==> src/rtl/mem_bist_if.sv <==
// Memory-side port of the BIST sequencer: write/read strobes, address and data.
// master = sequencer, slave = memory.
interface mem_bist_if #(
    parameter int unsigned ADDR_W = 5
) ();
    logic              mem_write;
    logic              mem_read;
    logic [ADDR_W-1:0] mem_addr;
    logic [7:0]        mem_data_in;
    logic [7:0]        mem_data_out;

    modport master (
        output mem_write,
        output mem_read,
        output mem_addr,
        output mem_data_in,
        input  mem_data_out
    );

    modport slave (
        input  mem_write,
        input  mem_read,
        input  mem_addr,
        input  mem_data_in,
        output mem_data_out
    );
endinterface

==> src/rtl/mem_bist_ctrl.sv <==
// Memory BIST sequencer: CLEAR, ADDR and RAND write/verify passes over the whole
// memory, with saturating error count and first-mismatch capture.
module mem_bist_ctrl #(
    parameter int unsigned ADDR_W    = 5,
    parameter logic [7:0]  LFSR_SEED = 8'hA5
) (
    input  logic              clk,
    input  logic              rst,
    input  logic              start,
    mem_bist_if.master        mem,
    output logic              busy,
    output logic              done,
    output logic              pass,
    output logic [7:0]        err_count,
    output logic [ADDR_W-1:0] first_err_addr,
    output logic [1:0]        first_err_phase
);

    localparam logic [ADDR_W-1:0] LastAddr = {ADDR_W{1'b1}};
    localparam logic [7:0]        Seed     = (LFSR_SEED == 8'h00) ? 8'h01 : LFSR_SEED;

    localparam logic [1:0] PhClear = 2'd0;
    localparam logic [1:0] PhAddr  = 2'd1;
    localparam logic [1:0] PhRand  = 2'd2;

    typedef enum logic [2:0] {
        StIdle,
        StWr,
        StRd,
        StChk,
        StDone
    } state_e;

    state_e            state_q, state_d;
    logic [1:0]        phase_q, phase_d;
    logic [ADDR_W-1:0] addr_q, addr_d;
    logic [7:0]        lfsr_q, lfsr_d;
    logic [7:0]        err_count_q, err_count_d;
    logic [ADDR_W-1:0] first_err_addr_q, first_err_addr_d;
    logic [1:0]        first_err_phase_q, first_err_phase_d;

    logic       mem_write_c;
    logic       mem_read_c;
    logic [7:0] mem_data_in_c;
    logic [7:0] expected;
    logic [7:0] lfsr_next;

    assign lfsr_next = {lfsr_q[6:0], lfsr_q[7] ^ lfsr_q[5] ^ lfsr_q[4] ^ lfsr_q[3]};

    always_comb begin
        case (phase_q)
            PhClear: expected = 8'h00;
            PhAddr:  expected = 8'(addr_q);
            default: expected = lfsr_q;
        endcase
    end

    always_comb begin
        state_d           = state_q;
        phase_d           = phase_q;
        addr_d            = addr_q;
        lfsr_d            = lfsr_q;
        err_count_d       = err_count_q;
        first_err_addr_d  = first_err_addr_q;
        first_err_phase_d = first_err_phase_q;
        mem_write_c       = 1'b0;
        mem_read_c        = 1'b0;
        mem_data_in_c     = 8'h00;

        unique case (state_q)
            StIdle, StDone: begin
                if (start) begin
                    state_d           = StWr;
                    phase_d           = PhClear;
                    addr_d            = '0;
                    err_count_d       = 8'h00;
                    first_err_addr_d  = '0;
                    first_err_phase_d = PhClear;
                end
            end
            StWr: begin
                mem_write_c   = 1'b1;
                mem_data_in_c = expected;
                if (phase_q == PhRand) begin
                    lfsr_d = lfsr_next;
                end
                if (addr_q == LastAddr) begin
                    state_d = StRd;
                    addr_d  = '0;
                    // Verify pass replays the RAND sequence from the seed.
                    if (phase_q == PhRand) begin
                        lfsr_d = Seed;
                    end
                end else begin
                    addr_d = addr_q + 1'b1;
                end
            end
            StRd: begin
                mem_read_c = 1'b1;
                state_d    = StChk;
            end
            StChk: begin
                if (mem.mem_data_out != expected) begin
                    if (err_count_q != 8'hFF) begin
                        err_count_d = err_count_q + 8'd1;
                    end
                    // A zero count means no mismatch seen yet in this run.
                    if (err_count_q == 8'h00) begin
                        first_err_addr_d  = addr_q;
                        first_err_phase_d = phase_q;
                    end
                end
                if (phase_q == PhRand) begin
                    lfsr_d = lfsr_next;
                end
                if (addr_q == LastAddr) begin
                    addr_d = '0;
                    if (phase_q == PhRand) begin
                        state_d = StDone;
                    end else begin
                        state_d = StWr;
                        phase_d = phase_q + 2'd1;
                        if (phase_q == PhAddr) begin
                            lfsr_d = Seed;
                        end
                    end
                end else begin
                    addr_d  = addr_q + 1'b1;
                    state_d = StRd;
                end
            end
            default: state_d = StIdle;
        endcase
    end

    always_ff @(posedge clk) begin
        if (rst) begin
            state_q           <= StIdle;
            phase_q           <= PhClear;
            addr_q            <= '0;
            lfsr_q            <= Seed;
            err_count_q       <= 8'h00;
            first_err_addr_q  <= '0;
            first_err_phase_q <= PhClear;
        end else begin
            state_q           <= state_d;
            phase_q           <= phase_d;
            addr_q            <= addr_d;
            lfsr_q            <= lfsr_d;
            err_count_q       <= err_count_d;
            first_err_addr_q  <= first_err_addr_d;
            first_err_phase_q <= first_err_phase_d;
        end
    end

    assign mem.mem_write   = mem_write_c;
    assign mem.mem_read    = mem_read_c;
    assign mem.mem_addr    = addr_q;
    assign mem.mem_data_in = mem_data_in_c;

    assign busy            = (state_q == StWr) || (state_q == StRd) || (state_q == StChk);
    assign done            = (state_q == StDone);
    assign pass            = done && (err_count_q == 8'h00);
    assign err_count       = err_count_q;
    assign first_err_addr  = first_err_addr_q;
    assign first_err_phase = first_err_phase_q;

endmodule

==> src/flat_wrapper.sv <==
// flat-port wrapper written by rule: the top's interface ports become plain ports
module mem_bist_ctrl_flat 
#(
    parameter int unsigned ADDR_W    = 5,
    parameter logic [7:0]  LFSR_SEED = 8'hA5
)
  (clk, rst, start, busy, done, pass, err_count, first_err_addr, first_err_phase, mem_mem_write, mem_mem_read, mem_mem_addr, mem_mem_data_in, mem_mem_data_out);
  mem_bist_if #(.ADDR_W(ADDR_W)) mem_i ();
  input  logic clk;
  input  logic rst;
  input  logic start;
  output logic busy;
  output logic done;
  output logic pass;
  output logic [7:0] err_count;
  output logic [ADDR_W-1:0] first_err_addr;
  output logic [1:0] first_err_phase;
  output wire logic [$bits(mem_i.mem_write)-1:0] mem_mem_write;
  output wire logic [$bits(mem_i.mem_read)-1:0] mem_mem_read;
  output wire logic [$bits(mem_i.mem_addr)-1:0] mem_mem_addr;
  output wire logic [$bits(mem_i.mem_data_in)-1:0] mem_mem_data_in;
  input wire logic [$bits(mem_i.mem_data_out)-1:0] mem_mem_data_out;
  assign mem_mem_write = mem_i.mem_write;
  assign mem_mem_read = mem_i.mem_read;
  assign mem_mem_addr = mem_i.mem_addr;
  assign mem_mem_data_in = mem_i.mem_data_in;
  assign mem_i.mem_data_out = mem_mem_data_out;
  mem_bist_ctrl #(.ADDR_W(ADDR_W), .LFSR_SEED(LFSR_SEED)) u_core (.clk(clk), .rst(rst), .start(start), .mem(mem_i), .busy(busy), .done(done), .pass(pass), .err_count(err_count), .first_err_addr(first_err_addr), .first_err_phase(first_err_phase));
endmodule
==> config.mk <==
export PLATFORM = sky130hd
export DESIGN_NAME = mem_bist_ctrl_flat
export DESIGN_NICKNAME = d
export VERILOG_FILES = /design/src/rtl/mem_bist_if.sv /design/src/rtl/mem_bist_ctrl.sv /design/src/flat_wrapper.sv
export SDC_FILE = /design/constraint.sdc
export NUM_CORES = 1
export LEC_CHECK = 0
export CORE_MARGIN = 4
export CORE_UTILIZATION = 60
export CTS_CLUSTER_DIAMETER = 50
export DETAILED_ROUTE_END_ITERATION = 7
export DONT_BUFFER_PORTS = 1
export PLACE_DENSITY = 0.83
export RECOVER_POWER = 100
export SETUP_SLACK_MARGIN = 0.02
export SYNTH_ARGS = -nofsm -noshare
export SYNTH_HDL_FRONTEND = slang
export SYNTH_SLANG_ARGS = --single-unit
==> constraint.sdc <==
create_clock -name clk -period 5.8 [get_ports clk]
set_clock_uncertainty 0.2 [all_clocks]
set_input_delay 0.87 -clock clk [delete_from_list [all_inputs] [get_ports clk]]
set_output_delay 0.87 -clock clk [all_outputs]
set_load 0.005 [all_outputs]
==> impl_metrics.toml, run 1 <==
[timing]
grt_setup_unrepaired = "false"
finalSetupTns_ps = 0
setup_slack_ps = 2500
timing.hold.ws_ps = 296
slew_headroom_pct = 35.9
setup_viol = 0
tightest_slew_ps = 961
clock.fmax_mhz = 303
period_share_pct = 56.8
hold_viol = 0
fin_crit_ps = 3300
maxSlewViolCount = 0

[cells_and_area]
drive_gt1_share_pct = 4.62
nFillCells = 319
design_area_sq_mm = 0.00209
final_cell_mix = "dfxtp_1 (33), a21oi_1 (32), nand2_1 (27), nor2_1 (18), inv_1 (15)"
final_common_cell = "dfxtp_1"
antennaDiodeCount = 0
multi_input_area_sq_mm = 0.00126
nets = 277
seq_area_sq_um = 661
syn2layout_area_growth_pct = 0.361

[place]
dpl_cell_area_sq_mm = 0.00204
dp_hpwl_um = 3620
place_ws_ps = 2710
portBuffers = 0
gp_congestion = 0.817

[power]
pwr-share-seq_pct = 59.9
pwr-share-comb_pct = 6.6
power_density_mw_per_mm2 = 185
clock_power_share_pct = 33.5
switchingPower_uw = 105
total_power_uw = 386
p_int_uw = 281
leakagePower_uw = 0.000709
switching_share_pct = 27.1
ir_worst_vdd_mv = 0.127

[cts]
cts-root-buf = "clkbuf_4"
clk_pin_slew_ps = 110
post_cts_buffers = 0
htree_levels = 2
clock-sinks = 33
cts_resized = 0
cts_buffers = 5
cts_buffer_depth = 2
cts_tree = "built"
worstSkewPairLatency_ps = 350
cts_hold_buffers = 0

[status]
status = "finished, final reports clean"

[route]
drt_wl_total_um = 5020
num_vias = 1896
drc = 0
detail_route.vias_per_cell = 6.20
drtIter0Drc = 159
wl_per_cell_um = 16.4
dr.pass1.iters = 4
ant_nets = 0

[worst_setup_path]
slowest_delay_ps = 660
startpoint_type = "flop"
cp_max_fo = 11
crit_type = "reg2out"
critPathBufInv = 0
cp_top_family = "simple AND/OR/NAND/NOR gates"
cp_slowest_cell = "nor2b_1"
setup.worst_path.end_class = "primary output"
worst-endpoint-required_ps = 4730
critPathArrivalTime_ps = 2230
crit_chain = "nor2b_1 > nand2b_1 > nor4_1"

[global_route]
grt_pass1_wl_um = 8010
overflow = 0
grt_max_degree = 31
grt_antenna_before_repair = 0
grt_pass1_vias = 1625
grt_usage_pct = 23.9

[yosys]
synth.avg_cell_area_sq_um = 7.68
synthCells = 271
synth_top_cell_area_share_pct = 31.7
syn-cell-area_sq_mm = 0.00208
ys_warn_count = 0
ys_seq_area_share_pct = 31.7
synth_top_flop_cell = "dfxtp_1"
synth_edf_count = 0
ys_async_sr_fraction_pct = 0
synth_nets = 289
synth_area_leaders = "dfxtp_1 (32%), a21oi_1 (7.7%), nand2_1 (4.9%)"
synth_top_area_cell = "dfxtp_1"
synth_cell_type_count = 49
synth_seq_cells = 33

[floorplan]
start_util_pct = 62.4
die_w_um = 66.9
die_h_um = 66.9
pin_count = 44
row_count = 21
core_region_area_sq_mm = 0.00334
die_area_sq_mm = 0.00447

[worst_hold_path]
holdCritPathClass = "reg2reg"

[run]
drv_cap = 0
==> path summary, 6_finish.rpt <==
check | cells past startpoint | end | slack [ps] | startpoint
worst max-delay path | 3 | mem_mem_data_in[6] | 2500 | u_core.state_q[0]
worst min-delay path | 2 | u_core.first_err_addr[1] | 300 | u_core.first_err_addr[1]
worst max register to register | 8 | u_core.first_err_addr[3] | 2620 | u_core.phase_q[1]
worst min register to register | 2 | u_core.first_err_addr[1] | 300 | u_core.first_err_addr[1]
==> cell type report <==
cell class	instances	share of cell area (%)
multi-input cells	204	60.3
flip-flops and latches	33	31.6
well taps	46	2.76
inverters	15	2.70
clock buffers	5	1.80
clock inverters	3	0.839
==> cell families (layout without fill, tap and decap cells) <==
logic type	count (synthesis)	after routing	share of synthesized area [%]
DFF	33	33	31.7
adders and majority gates	7	7	4.21
xor gates and xnor gates	8	8	3.37
buffers and inverters	34	23	7.28
muxes	4	4	1.92
AOI/OAI and AO/OA	69	69	20.7
and+or+nand+nor	116	116	30.8
==> routing by layer <==
layer | track usage, % | wire length (um) | up-vias
met5 | 0 | 0 | -
met4 | 9.37 | 94 | 0
met3 | 6.75 | 334 | 9
met2 | 36.4 | 2310 | 55
met1 | 31.5 | 2290 | 886
li1 | - | - | 946
==> Yosys cell counts (2+ instances only) <==
cell type,count
o31ai_1,5
or3_1,3
o21ai_0,14
nor3b_1,5
xnor2_1,3
and3_1,4
nand2b_1,6
ha_1,7
and2_1,2
nor3_1,5
buf_6,3
xor2_1,5
o41ai_1,2
mux2i_1,4
nand3b_1,3
clkbuf_1,15
nand2_1,27
nor4_1,3
nand4_1,4
a21oi_1,32
o41ai_2,2
nand3_1,10
inv_1,15
nor2_1,18
nor2b_1,9
dfxtp_1,33
or4_1,9
o21a_1,2
==> state kept, by name, summed over array words and instances (netlist names) <==
register / count
u_core.err_count: 8
u_core.lfsr_q: 8
u_core.phase_q: 2
u_core.mem.mem_addr: 5
u_core.first_err_addr: 5
u_core.first_err_phase: 2
u_core.state_q: 3
==> per-stage QoR <==
step,instances,util [%]
detailed placement,298,61.2
global placement,298,61.2
CTS,306,62.9
floorplan,271,-
finish,306,62.6
global route,306,62.6
==> worst min-delay path, cell delays in order, from the launching register on <==
cell     delay [ps]
dfxtp_1         340
o21ai_0          70
a21oi_1          60
==> power groups by stage <==
stage | Sequential (uW) | Clock [uW] | Combinational [uW]
final | 231 | 129 | 25.3
after global placement | 236 | 0 | 25.1
after floorplan | 235 | 0 | 24.8
after global routing | 232 | 142 | 29.0
after detailed placement | 237 | 0 | 26.0
after CTS | 231 | 132 | 25.9
Note: power is estimated with default switching activity, not from simulation.
==> inputs of run 2 (changes only) <==
Settings changed: ABC_AREA from default to 1, CORE_UTILIZATION 60 to 57, PLACE_DENSITY 0.83 to 0.82.
Clock period 5.8 ns to 2.75 ns, I/O delays scaled along.
==> run 2 against run 1 <==
  * Worst setup slack got worse by 2200 ps
  * Core utilization increased by 2.6 points
  * First-iteration DRC count increased by 14%
  * Design area increased by 7.5%
  * Hold slack got worse by 290 ps
  * Die area increased by 5.9%
  * Sequential power increased by 130%
  * Synthesized cell count increased by 22%
  * Non-clock buffer count increased by 4
  * Clock power increased to 2.7 times the previous value
  * Global-route usage decreased by 1.5 points
==> impl_metrics.toml, run 2 <==
[status]
status = "finished, final reports clean"

[yosys]
ys_async_sr_fraction_pct = 0
synth.avg_cell_area_sq_um = 6.37
synth_top_area_cell = "dfxtp_1"
synth_cell_type_count = 29
synthCells = 331
ys_seq_area_share_pct = 31.3
synth_top_flop_cell = "dfxtp_1"
syn-cell-area_sq_mm = 0.00211
synth_top_cell_area_share_pct = 31.3
synth_area_leaders = "dfxtp_1 (31%), nand2_1 (15%), inv_1 (9.3%)"
synth.most_common_cell = "nand2_1"
synth_nets = 349
synth_edf_count = 0
synth_seq_cells = 33
ys_top_cells_by_count = "nand2_1 (84), inv_1 (52), nor2_1 (41)"
ys_warn_count = 0

[floorplan]
row_count = 21
die_w_um = 68.8
pin_count = 44
die_h_um = 68.8
start_util_pct = 61.3
die_area_sq_mm = 0.00474
core_region_area_sq_mm = 0.00344

[global_route]
overflow = 0
grt_pass1_wl_um = 8020
grt_antenna_before_repair = 0
grt_pass1_vias = 1834
grt_usage_pct = 22.3
grt_max_degree = 16

[cells_and_area]
final_cell_mix = "nand2_1 (85), inv_1 (53), nor2_1 (42), dfxtp_1 (33), a21oi_1 (23)"
syn2layout_area_growth_pct = 6.41
design_area_sq_mm = 0.00224
final_common_cell = "nand2_1"
drive_gt1_share_pct = 6.27
nets = 352
antennaDiodeCount = 0

[cts]
post_cts_buffers = 0
clk_pin_slew_ps = 60
worstSkewPairLatency_ps = 280
cts_tree = "built"
clock-sinks = 33
htree_levels = 2
cts-root-buf = "clkbuf_8"
cts_buffers = 5
cts_buffer_depth = 2

[place]
place_ws_ps = 114
dpl_cell_area_sq_mm = 0.00213
dp_hpwl_um = 3650
portBuffers = 0
gp_congestion = 0.858

[route]
ant_nets = 0
num_vias = 2055
detail_route.vias_per_cell = 5.39
dr.pass1.iters = 4
wl_per_cell_um = 12.9
drc = 0
drt_wl_total_um = 4910
drtIter0Drc = 181

[power]
leakagePower_uw = 0.000964
power_density_mw_per_mm2 = 474
ir_worst_vdd_mv = 0.325

[timing]
period_share_pct = 88.8
maxSlewViolCount = 0
setup_slack_ps = 309
fin_crit_ps = 2440
tightest_slew_ps = 590
clock.fmax_mhz = 410
slew_headroom_pct = 60.5
grt_setup_unrepaired = "false"
finalSetupTns_ps = 0
timing.hold.ws_ps = 8.79
setup_viol = 0
hold_viol = 0

[worst_hold_path]
holdCritPathClass = "in2reg"
worstHoldStart = "rst"
whs_endpoint = "u_core.state_q[1]"
whs_path_depth = 1

[worst_setup_path]
r2r_cells = 14
cp_max_fo = 15
worst-endpoint-required_ps = 2730
critPathArrivalTime_ps = 2420
reg2reg_slack_ps = 310
regToRegStartpoint = "u_core.phase_q[0]"
setup.worst_path.end_class = "flop"
crit_type = "reg2reg"
reg2reg_to = "u_core.err_count[0]"
startpoint_type = "flop"

[run]
drv_cap = 0
==> run 2: how the worst max path moves through the flow <==
stage	start	end	slack, ps	depth (start not counted)
2_1_floorplan	u_core.phase_q[1]	u_core.first_err_addr[0]	690	15
3_3_place_gp	u_core.phase_q[0]	u_core.first_err_phase[0]	270	14
3_5_place_dp	u_core.phase_q[1]	u_core.first_err_addr[2]	110	15
4_1_cts	u_core.phase_q[1]	u_core.first_err_addr[2]	90	15
5_1_grt	u_core.phase_q[0]	u_core.err_count[1]	40	14
6_report	u_core.phase_q[0]	u_core.err_count[0]	310	14
==> run 2: final cells by class <==
type,count,area (sq um)
tap,46,57.6
sequential,33,661
clock inverter,2,10.0
multi-input combinational,236,1200
inverter,54,203
fill,321,1200
timing repair buffer,4,37.5
clock buffer,6,72.6
==> run 2: timing repair <==
action,CTS,global route
hold buffers,2,1
hold endpoints to repair,14,1
resized for setup,0,2
setup endpoints to repair,0,15
==> run 2: cells by family (layout without fill, tap and decap cells) <==
logic type	Yosys count	count (layout)	share of synthesized area (%)
DFF	33	33	31.3
adders and majority gates	7	7	4.15
xor gates and xnor gates	8	8	3.32
AOI/OAI and AO/OA	47	47	13.5
and+or+nand+nor	174	174	35.9
buffers and inverters	62	66	11.9
==> run 2: worst max-delay path, stage by stage (launching register included) <==
cell,delay [ps]
dfxtp_1,400
inv_1,110
ha_1,250
nor2_4,280
nand2_1,150
nand3_1,100
nand2_1,50
inv_1,40
nand2_1,40
nor2_1,100
nand2_2,190
nand2_2,210
inv_1,70
nor2_1,80
nor2_1,50
==> run 2: power by group <==
group          leakage [uW]  switching (uW)  internal [uW]
clock             0.0000450             172            175
combinational      0.000650             125           59.2
sequential         0.000268            28.2            504
==> run 2: layer usage <==
metal | up-vias | global-route usage [%] | routed length, um
li1 | 1058 | - | -
met1 | 919 | 27.8 | 2140
met5 | - | 0 | 0
met2 | 71 | 36.5 | 2230
met3 | 7 | 6.97 | 495
met4 | 0 | 7.54 | 51
==> run 2: through the flow <==
step | instances | utilization [%] | power (uW)
4_1_cts | 380 | 64.8 | 1070
5_1_grt | 381 | 65.2 | 1130
3_3_place_gp | 370 | 61.8 | 714
3_5_place_dp | 370 | 61.8 | 720
2_1_floorplan | 331 | - | 683
6_report | 381 | 65.2 | 1060
==> inputs of run 3 (changes only) <==
Settings changed: MAX_ROUTING_LAYER from default to met4, SLEW_MARGIN from default to 20.
==> run 3 against run 2 <==
  * Sequential share of layout area stayed put
  * Count of clock-buffer cells in the layout stayed put
  * Maximum frequency is essentially flat
  * Global-route usage is 0.66 points higher
  * Register-to-register slack is essentially flat
  * Total power about the same
  * Wire length decreased by 0.28%
  * First-iteration DRC count shrank 2.8%
  * Worst setup slack barely moved
  * Core utilization stayed put
  * Critical endpoint is now u_core.first_err_phase[1]
  * Highest routed layer unchanged
==> impl_metrics.toml, run 3 (same netlist as run 2, synthesis figures left out) <==
[status]
status = "finished, final reports clean"

[run]
drv_cap = 0

[global_route]
grt_usage_pct = 23.0
overflow = 0
grt_antenna_before_repair = 0
grt_pass1_wl_um = 8020
grt_pass1_vias = 1835
grt_max_degree = 16

[place]
portBuffers = 0
dpl_cell_area_sq_mm = 0.00213
dp_hpwl_um = 3650
place_ws_ps = 114
gp_congestion = 0.872

[floorplan]
pin_count = 44
start_util_pct = 61.3
die_w_um = 68.8
row_count = 21
die_area_sq_mm = 0.00474
core_region_area_sq_mm = 0.00344
die_h_um = 68.8

[timing]
fin_crit_ps = 2440
tightest_slew_ps = 581
clock.fmax_mhz = 410
period_share_pct = 88.7
timing.hold.ws_ps = 8.89
finalSetupTns_ps = 0
hold_viol = 0
slew_headroom_pct = 61.2
grt_setup_unrepaired = "false"
setup_viol = 0
maxSlewViolCount = 0
setup_slack_ps = 309

[power]
pwr-share-seq_pct = 50.0
power_density_mw_per_mm2 = 474
switching_share_pct = 30.6
total_power_uw = 1060
leakagePower_uw = 0.000964
p_int_uw = 738
switchingPower_uw = 325
ir_worst_vdd_mv = 0.326
clock_power_share_pct = 32.7
pwr-share-comb_pct = 17.3

[route]
drtIter0Drc = 176
dr.pass1.iters = 4
drc = 0
drt_wl_total_um = 4900
ant_nets = 0
wl_per_cell_um = 12.9
detail_route.vias_per_cell = 5.41
num_vias = 2061

[worst_setup_path]
crit_chain = "inv_1 > ha_1 > nor2_4 > nand2_1 > nand2_1 > nand2_1 > nand2_1 > inv_1 > nand2_1 > nor2_1 > nand2_2 > nand3_2 > nand2_1 > inv_1 > nor2_1"
reg2reg_slack_ps = 310
critPathBufInv = 3
cp_slowest_cell = "dfxtp_1"
crit_type = "reg2reg"
critPathArrivalTime_ps = 2450
slowest_delay_ps = 400
r2r_cells = 15
cp_max_fo = 15
crit_top_cell = "nand2_1"
cp_top_family = "simple AND/OR/NAND/NOR gates"
startpoint_type = "flop"
cp.depth = 15
worst-endpoint-required_ps = 2760
setup.worst_path.end_class = "flop"

[cts]
cts-root-buf = "clkbuf_8"
clock-sinks = 33
cts_tree = "built"
cts_buffers = 5
cts_buffer_depth = 2
worstSkewPairLatency_ps = 280
post_cts_buffers = 0
clk_pin_slew_ps = 70
htree_levels = 2

[worst_hold_path]
whs_path_depth = 1
holdCritPathClass = "in2reg"

[cells_and_area]
final_common_cell = "nand2_1"
drive_gt1_share_pct = 6.27
final_cell_mix = "nand2_1 (85), inv_1 (53), nor2_1 (42), dfxtp_1 (33), a21oi_1 (23)"
syn2layout_area_growth_pct = 6.41
nets = 352
antennaDiodeCount = 0
design_area_sq_mm = 0.00224
run 3: cell counts in the layout (fill, tap and decap cells not counted):
Identical to the previous run, type by type.
run 3: routing by layer:
layer  GRT usage, %  vias to the layer above  part of all wire (%)  wire length, um
li1               -                     1057                     -                -
met1           28.0                      920                    43             2100
met2           36.5                       77                    45             2220
met3           6.81                        7                    11              525
met4           7.54                        0                   1.0               51
met5              -                        -                     0                0
run 3: power groups by stage:
stage          logic, uW  clock network (uW)  registers [uW]
2_1_floorplan        148                   0             535
3_3_place_gp         171                   0             543
3_5_place_dp         176                   0             543
4_1_cts              183                 356             533
5_1_grt              219                 380             535
6_report             184                 347             532
run 3: stage by stage:
| stage | util (%) | instances |
|---|---|---|
| final | 65.2 | 381 |
| after global routing | 65.2 | 381 |
| after CTS | 64.8 | 380 |
| after detailed placement | 61.8 | 370 |
| after global placement | 61.8 | 370 |
| after floorplan | - | 331 |
run 3: final cells by class:
class	count	area, sq um
Fill cell	321	1200
Timing Repair Buffer	4	37.5
Tap cell	46	57.6
Multi-Input combinational cell	236	1200
Clock buffer	6	72.6
Sequential cell	33	661
Clock inverter	2	10.0
Inverter	54	203
run 3: worst reg2reg max path, stage by stage (launching register included):
cell	delay (ps)
dfxtp_1	400
inv_1	110
ha_1	250
nor2_4	280
nand2_1	150
nand2_1	90
nand2_1	50
nand2_1	50
inv_1	30
nand2_1	50
nor2_1	40
nand2_2	220
nand3_2	200
nand2_1	100
inv_1	40
nor2_1	120
run 3: final timing paths:
kind,end,start
max,u_core.first_err_phase[1],u_core.phase_q[0]
min reg2reg,u_core.state_q[2],u_core.state_q[2]
min,u_core.state_q[1],rst
max reg2reg,u_core.first_err_phase[1],u_core.phase_q[0]
run 3: repair_timing:
item,CTS,global route
hold buffers,2,1
hold endpoints to repair,14,1
resized for setup,0,2
setup endpoints to repair,0,15
